### src/rtl/fb_pkg.sv
// Shared constants and types for the frame-buffer DRAM writer.
package fb_pkg;

    localparam int FRAME_WORDS_DEF = 240000;
    localparam int PIX_W           = 16;
    localparam int BUS_W           = 32;

    typedef enum logic {
        ST_IDLE = 1'b0,
        ST_RUN  = 1'b1
    } fb_state_e;

endpackage

### src/rtl/word_fifo.sv
// Single-clock word FIFO; head is read straight from the storage registers so
// a pushed word is visible the cycle after its push.
module word_fifo #(
    parameter int DEPTH = 16,
    parameter int WIDTH = 32
) (
    input  logic             clk,
    input  logic             rst_n,
    input  logic             clr_i,
    input  logic             push_i,
    input  logic [WIDTH-1:0] wdata_i,
    input  logic             pop_i,
    output logic [WIDTH-1:0] head_o,
    output logic             full_o,
    output logic             empty_o
);

    localparam int AW = $clog2(DEPTH);

    logic [WIDTH-1:0] mem_q [DEPTH];
    logic [AW-1:0]    wr_ptr_q;
    logic [AW-1:0]    rd_ptr_q;
    logic [AW:0]      cnt_q;

    always_ff @(posedge clk or negedge rst_n) begin
        if (!rst_n) begin
            for (int i = 0; i < DEPTH; i++) mem_q[i] <= '0;
            wr_ptr_q <= '0;
            rd_ptr_q <= '0;
            cnt_q    <= '0;
        end else if (clr_i) begin
            wr_ptr_q <= '0;
            rd_ptr_q <= '0;
            cnt_q    <= '0;
        end else begin
            if (push_i) begin
                mem_q[wr_ptr_q] <= wdata_i;
                wr_ptr_q        <= wr_ptr_q + AW'(1);
            end
            if (pop_i) rd_ptr_q <= rd_ptr_q + AW'(1);
            if (push_i && !pop_i)      cnt_q <= cnt_q + (AW+1)'(1);
            else if (pop_i && !push_i) cnt_q <= cnt_q - (AW+1)'(1);
        end
    end

    assign head_o  = mem_q[rd_ptr_q];
    assign full_o  = (cnt_q == (AW+1)'(DEPTH));
    assign empty_o = (cnt_q == '0);

endmodule

### src/rtl/fb_dram_writer.sv
// Frame-buffer writer: packs RGB555 pixel pairs into 32-bit words and streams
// one frame of them to DRAM through an Avalon-MM write master.
module fb_dram_writer
    import fb_pkg::*;
#(
    parameter int FRAME_WORDS = FRAME_WORDS_DEF,
    parameter int FIFO_DEPTH  = 16
) (
    input  logic             clk,
    input  logic             rst_n,
    input  logic             start,
    input  logic [BUS_W-1:0] write_to_addr,
    input  logic [PIX_W-1:0] pixel_in,
    input  logic             pixel_valid,
    output logic             pixel_ready,
    output logic [BUS_W-1:0] master_address,
    output logic             master_write,
    output logic [BUS_W-1:0] master_writedata,
    output logic [3:0]       master_byteenable,
    input  logic             master_wait_request,
    output logic             busy,
    output logic             done
);

    localparam int WC_W = $clog2(FRAME_WORDS + 1);
    localparam int PC_W = $clog2(2 * FRAME_WORDS + 1);

    fb_state_e        state_q;
    logic [BUS_W-1:0] addr_q;
    logic [WC_W-1:0]  wcnt_q;
    logic [PC_W-1:0]  pcnt_q;
    logic [PIX_W-1:0] pack_q;

    logic             run;
    logic             accept;
    logic             push;
    logic             wr_ack;
    logic             last_ack;
    logic             fifo_clr;
    logic             fifo_full;
    logic             fifo_empty;
    logic [BUS_W-1:0] fifo_head;

    assign run         = (state_q == ST_RUN);
    assign pixel_ready = run && !fifo_full && (pcnt_q < PC_W'(2 * FRAME_WORDS));
    assign accept      = pixel_valid && pixel_ready;
    // Odd-numbered pixel completes the pair; the word goes in on its accept.
    assign push        = accept && pcnt_q[0];
    assign fifo_clr    = !run && start;

    assign master_write      = run && !fifo_empty;
    assign master_writedata  = fifo_head;
    assign master_address    = addr_q;
    assign master_byteenable = 4'hF;
    assign wr_ack            = master_write && !master_wait_request;
    assign last_ack          = wr_ack && (wcnt_q == WC_W'(FRAME_WORDS - 1));
    assign done              = last_ack;
    assign busy              = run;

    always_ff @(posedge clk or negedge rst_n) begin
        if (!rst_n) begin
            state_q <= ST_IDLE;
            addr_q  <= '0;
            wcnt_q  <= '0;
            pcnt_q  <= '0;
            pack_q  <= '0;
        end else begin
            case (state_q)
                ST_IDLE: begin
                    if (start) begin
                        state_q <= ST_RUN;
                        addr_q  <= write_to_addr;
                        wcnt_q  <= '0;
                        pcnt_q  <= '0;
                        pack_q  <= '0;
                    end
                end
                ST_RUN: begin
                    if (accept) begin
                        pcnt_q <= pcnt_q + PC_W'(1);
                        if (!pcnt_q[0]) pack_q <= pixel_in;
                    end
                    if (wr_ack) begin
                        addr_q <= addr_q + 32'd4;
                        wcnt_q <= wcnt_q + WC_W'(1);
                    end
                    if (last_ack) state_q <= ST_IDLE;
                end
                default: state_q <= ST_IDLE;
            endcase
        end
    end

    word_fifo #(
        .DEPTH (FIFO_DEPTH),
        .WIDTH (BUS_W)
    ) u_word_fifo (
        .clk     (clk),
        .rst_n   (rst_n),
        .clr_i   (fifo_clr),
        .push_i  (push),
        .wdata_i ({pixel_in, pack_q}),
        .pop_i   (wr_ack),
        .head_o  (fifo_head),
        .full_o  (fifo_full),
        .empty_o (fifo_empty)
    );

endmodule

### config.mk
export PLATFORM = sky130hd
export DESIGN_NAME = fb_dram_writer
export DESIGN_NICKNAME = d
export VERILOG_FILES = /design/src/rtl/fb_pkg.sv /design/src/rtl/word_fifo.sv /design/src/rtl/fb_dram_writer.sv
export SDC_FILE = /design/constraint.sdc
export NUM_CORES = 1
export LEC_CHECK = 0
export ABC_AREA = 1
export ABC_CLOCK_PERIOD_IN_PS = 5000
export BUFFER_PORTS_ARGS = -buffer_cell sky130_fd_sc_hd__buf_4
export CORE_ASPECT_RATIO = 1.5
export CORE_UTILIZATION = 60
export CTS_CLUSTER_DIAMETER = 200
export DETAILED_ROUTE_END_ITERATION = 16
export PLACE_DENSITY = 0.87
export SYNTH_ARGS = -nofsm -noshare
export SYNTH_HDL_FRONTEND = slang
export SYNTH_SLANG_ARGS = --single-unit
### constraint.sdc
create_clock -name clk -period 5 [get_ports clk]
set_input_delay 0.5 -clock clk [delete_from_list [all_inputs] [get_ports clk]]
set_output_delay 0.5 -clock clk [all_outputs]
set_load 0.05 [all_outputs]
== Word level (Yosys, flattened, before mapping) ==
Cells that the tools add are included.
Word-level totals
  output and inout port bits: 72
  logic and storage cells: 99
  memories: 0
  bits of input ports: 53
  bits in read-only memories: 0
  bits in writable memories: 0
  bits in registers: 611
  latch bits: 0
Operators by class
  bitwise gates (word level): 4
  divide/modulo/power cells: 0
  multipliers: 0
  multiplexer cells: 29
  reduce and logical (&&, ||, !) cells: 25
  eq/ne operators: 6
  shift operators: 0
  $lt $le $gt $ge: 4
  add/subtract/negate cells: 7
Operators by type and width (count)
  $bwmux 512: 1
  $mux 32: 5
  $bmux 32 s4: 1
  $demux 32 s4: 1
  $pmux 32 s2: 1
  $mux 16: 3
  $mux 19: 2
  $pmux 19 s2: 1
  $mux 18: 2
  $pmux 18 s2: 1
  $add 32x3->32 const B: 1
  $pmux 16 s2: 1
  $add 19x1->19 const B: 1
  $lt 19x19->1 const B: 1
  $add 18x1->18 const B: 1
  $eq 18x18->1 const B: 1
  $mux 4: 4
  $mux 5: 3
  $logic_and 1x1->1: 11
  $ge 5x5->1 const B: 2
  $not 4->5: 2
  $add 4x1->4 const B: 2
  $logic_not 1->1: 6
  $reduce_and 2->1: 3
  other kinds (13): 18

== Depth between registers and ports, before layout ==
  depth after elaboration: 11
  depth in mapped cells: 16
  mapped depth without buffers: 16

== Cells and area by module ==
From an unflattened synthesis, not the netlist that was laid out.
Second synthesis, totals
  cells, all modules: 4217
  area total of the unflattened synthesis: 31069.8 um^2
By module, submodules not included
  word_fifo: area each 25507.0 um^2, sequential area each 13137.6 um^2, cells each 3373, times used 1
  fb_dram_writer: area each 5562.8 um^2, sequential area each 2152.1 um^2, cells each 844, times used 1

== Least setup slack after synthesis ==
No wires, ideal clock.
  path kind: flip-flop to flip-flop
  start point: register state_q (netlist: busy)
  end point: register u_word_fifo.cnt_q[4]
  setup time: 0.117 ns
  buffers on the path: 0
  path slack: 1.533 ns
  data required time: 4.883 ns
  clock period less this slack: 3.467 ns
  cell stages (with the launch flop): 15
  arrival time: 3.351 ns
  path through: dfrtp_1 > inv_2 > nor2_1 > nand2_1 > nor2_1 > nand4_1 > fa_1 > nand3_1 > nand2_1 > xor2_1 > inv_1 > nand2_1 > nand2_1 > nand2_1 > nand2_1
On the way
  longest elaborated chain between the ends: 7
  elaborated cells on any way between the ends: 15
  those cells by class: mux (2); reduce/logical (13)
RTL lines
  start, declared: RTL line fb_dram_writer.sv:28  | fb_state_e state_q;
  start signal, assigned: RTL line fb_dram_writer.sv:62  | state_q <= ST_IDLE;
  start signal, assigned: RTL line fb_dram_writer.sv:71  | state_q <= ST_RUN;
  start signal, assigned: RTL line fb_dram_writer.sv:87  | if (last_ack) state_q <= ST_IDLE;
  $logic_and 1x1->1 * (2 in series): RTL line fb_dram_writer.sv:45  | assign pixel_ready = run && !fifo_full && (pcnt_q < PC_W'(2 * FRAME_WORDS));
  via pixel_ready: RTL line fb_dram_writer.sv:15  | output logic pixel_ready,
  $logic_and 1x1->1 *: RTL line fb_dram_writer.sv:46  | assign accept = pixel_valid && pixel_ready;
  $logic_and 1x1->1 *: RTL line fb_dram_writer.sv:48  | assign push = accept && pcnt_q[0];
  $logic_and 1x1->1 / $logic_not 1->1 (equally long branches): RTL line word_fifo.sv:41, word_fifo.sv:42
  $mux 5 / $logic_and 1x1->1 (equally long branches): RTL line word_fifo.sv:41, word_fifo.sv:42
  $mux 5 / $reduce_bool 3->1 (equally long branches)
  end signal, assigned: RTL line word_fifo.sv:41  | if (push_i && !pop_i) cnt_q <= cnt_q + (AW+1)'(1);
  end signal, assigned: RTL line word_fifo.sv:42  | else if (pop_i && !push_i) cnt_q <= cnt_q - (AW+1)'(1);
  end, declared: RTL line word_fifo.sv:23  | logic [AW:0] cnt_q;
Mark *: on every way through the listed nets, which the timed path passes. The rest lies on a longest branch.
A chain may end at the register's enable or synchronous reset.

== Final worst setup path ==
  start point: register u_word_fifo.rd_ptr_q[0]
  end point: output master_writedata[7]
On the way
  longest elaborated chain between the ends: 4
RTL lines
  start, declared: RTL line word_fifo.sv:22  | logic [AW-1:0] rd_ptr_q;
  start signal, assigned: RTL line word_fifo.sv:40  | if (pop_i) rd_ptr_q <= rd_ptr_q + AW'(1);
  $not 4->5 (implied by the code): RTL line word_fifo.sv:46  | assign head_o = mem_q[rd_ptr_q];
  $bmux 32 s4: RTL line word_fifo.sv:46
  $mux 32 (implied by the code) (2 in series): RTL line word_fifo.sv:46
  end, declared: RTL line fb_dram_writer.sv:18  | output logic [BUS_W-1:0] master_writedata,
Every way passes these cells. The select of a mux whose other input is x is not followed.

==> metrics.txt <==
DIE AREA 0.0494 mm2; CP endpoint kind output pin; critical path type register to output pin; PwrDens 681 mW/mm2; global-route wire length before repair 124,000 um; mapped cell area 0.0291 mm2; status complete, but fails checks; vias in the first global route between 20,000 and 25,000; Final ANT Viol Nets 0; setup_tns 0 ps; DIE WIDTH 182 um; asr flop ratio synth 1.00; Die H 272 um; WP data arrival 3360 ps; final worst-path cycle share 0.772; nets 3,273; Worst-Skew Late Latency 610 ps; Worst VDD drop approximately 0.00044 V; failing checks negative hold slack; max_slew headroom 0.205; initial core utilization 0.610; Least-Margin Pin Slew ~1200 ps; Ys Warns 0; CP Launch Type register; max-slew violation count 0; CTS Root Cell clkbuf_16; Mapped Cells 3,246; top cells by area, synth dfrtp_1 53%, nand2_1 9.7%, o21ai_0 8.1%, nor2_1 3.6%, mux2i_1 3.5%; Worst Hold Class input pin to asynchronous set/reset pin; row cnt 98; vias per cell ~6.3; ant diodes 0; Layout area overhead 9.49%; CTS resizes 0; core area 0.0477 mm2; # IOs 125; pin count of the biggest net entering global routing 146; TritonRoute pass-1 iters 6; worst-path fanout max 71; Post-CTS Setup Bufs 0; # Max-Cap Violations 0; Max Clock Skew approximately 20 ps; wire per inst between 15 and 20 um; FF+latch count, synth 611; TritonCTS clock tree done; area leader, netlist dfrtp_1; Leak between 10 and 15 nW; Global Route Usage Sum 0.313; unrepaired setup endpoints after global routing false; vias ~24,000; Max Buffers Root-to-Sink 3; Max Freq 259 MHz; WP data required 4500 ps; Final Util 0.668; crit path time final 3860 ps; CTS H-tree lvls 2; most common cell after layout, fill and taps aside nand2_1; initial antenna violation count 0; fraction of layout cells with a size suffix above 1 0.118; number of synthesized flops with an enable pin 0; number of buffers created by CTS 57; DR iter-0 viols 2,520; DRC violations left 0; Final Hold Vio Count 19; main flop type after synthesis dfrtp_1; GR Overflow Total 0; clock sink count slightly above 600; WL final about 76,000 um; WHS -61.7 ps; Avg Inst Size Synth 8.96 um2; Netlist cell types 46; Hold-fix buffers, CTS 0; share of the synthesized area in the top cell type 0.526; GPL Wtd Cong around 0.9; sequential-to-total area share from yosys stat 0.526; most frequent cells in the layout 751 x nand2_1, 607 x dfrtp_1, 468 x o21ai_0; Port Buffer Count 120; Setup violations, final 0; DP HPWL 42,400 um; CTS clock-pin slew for the worst setup and hold paths 60 ps
[critical path: stages (launching register included)]
cell and delay (ps):
dfrtp_4 850, buf_4 810, o21ai_0 250, o221ai_1 280, o211ai_1 120, nand2_1 170
buf_4 220
[cells by family after synthesis]
logic type	after synthesis	synth area share
AND/OR/NAND/NOR	1215	0.174
AO/OA/AOI/OAI	909	0.191
flip-flops	611	0.526
buffers and inverters	370	0.0611
multiplexers	102	0.0351
XOR/XNOR	25	0.00753
adder cells (fa/ha/maj)	13	0.00585
other	1	0.000129
[path summary, 6_finish.rpt]
check                           slack (ps)                                  to  cells after the start                                start
worst max-delay path                  1140                 master_writedata[7]                      6  u_word_fifo.rd_ptr_q[0]$_DFFE_PN0P_
worst max register to register        1880  u_word_fifo.mem_q[363]$_DFFE_PN0P_                      6                       busy$_DFF_PN0_
worst min-delay path                   -60      master_address[25]$_DFFE_PN0P_                      1                                rst_n
worst min register to register         480  u_word_fifo.mem_q[424]$_DFFE_PN0P_                      2   u_word_fifo.mem_q[424]$_DFFE_PN0P_
min in group clk                        90       master_address[1]$_DFFE_PN0P_                      3                     write_to_addr[1]
max in group asynchronous             3760  u_word_fifo.mem_q[341]$_DFFE_PN0P_                      2                                rst_n
[layout make-up]
class | instances | area (um2)
timing repair buffer | 150 | 1230
sequential | 611 | 15300
clock buffer | 77 | 1630
fill | 3547 | 15900
tap | 600 | 751
clock inverter | 31 | 393
inverter | 119 | 457
multi-input combinational | 2268 | 12100
[where the power goes]
| group | leakage, nW | internal (mW) | total [mW] | switching (mW) |
|---|---|---|---|---|
| Sequential | 8.06 | 6.81 | 8.22 | 1.41 |
| Clock | 0.997 | 2.72 | 4.67 | 1.95 |
| Combinational | 5.59 | 2.89 | 8.78 | 5.88 |
[state kept, by name (all words and copies together) (netlist names)]
signal                count
u_word_fifo.mem_q       512
master_address           32
pcnt_q                   19
wcnt_q                   18
pack_q                   16
u_word_fifo.cnt_q         5
u_word_fifo.rd_ptr_q      4
u_word_fifo.wr_ptr_q      4
busy                      1
[cell usage after synthesis (35+ instances only)]
master / n
clkbuf_1: 165
inv_1: 110
o21ai_0: 468
o21ai_1: 129
o21ai_2: 98
buf_6: 42
nand2_1: 751
o221ai_1: 104
nor2_1: 278
dfrtp_1: 611
mux2i_1: 102
nand3_1: 98
nor3_1: 35
[per-layer routing]
layer,wire (um),global-route usage
met5,0,0
met4,3580,0.165
met3,6440,0.0545
met2,37400,0.516
met1,28700,0.396
[stage by stage]
step	total power [mW]	instances	setup slack [ps]	cell area [um2]	hold WS (ps)
after global placement	16.5	3748	1840	29800	458
after global routing	22.9	3856	1010	31800	32.6
after floorplan	14.4	3249	1530	29100	204
after CTS	21.6	3856	1180	31800	0.0789
final	21.7	3856	1140	31800	-61.7
after detailed placement	16.8	3748	1840	29800	463
No activity file was read; power rests on OpenSTA's default activity.
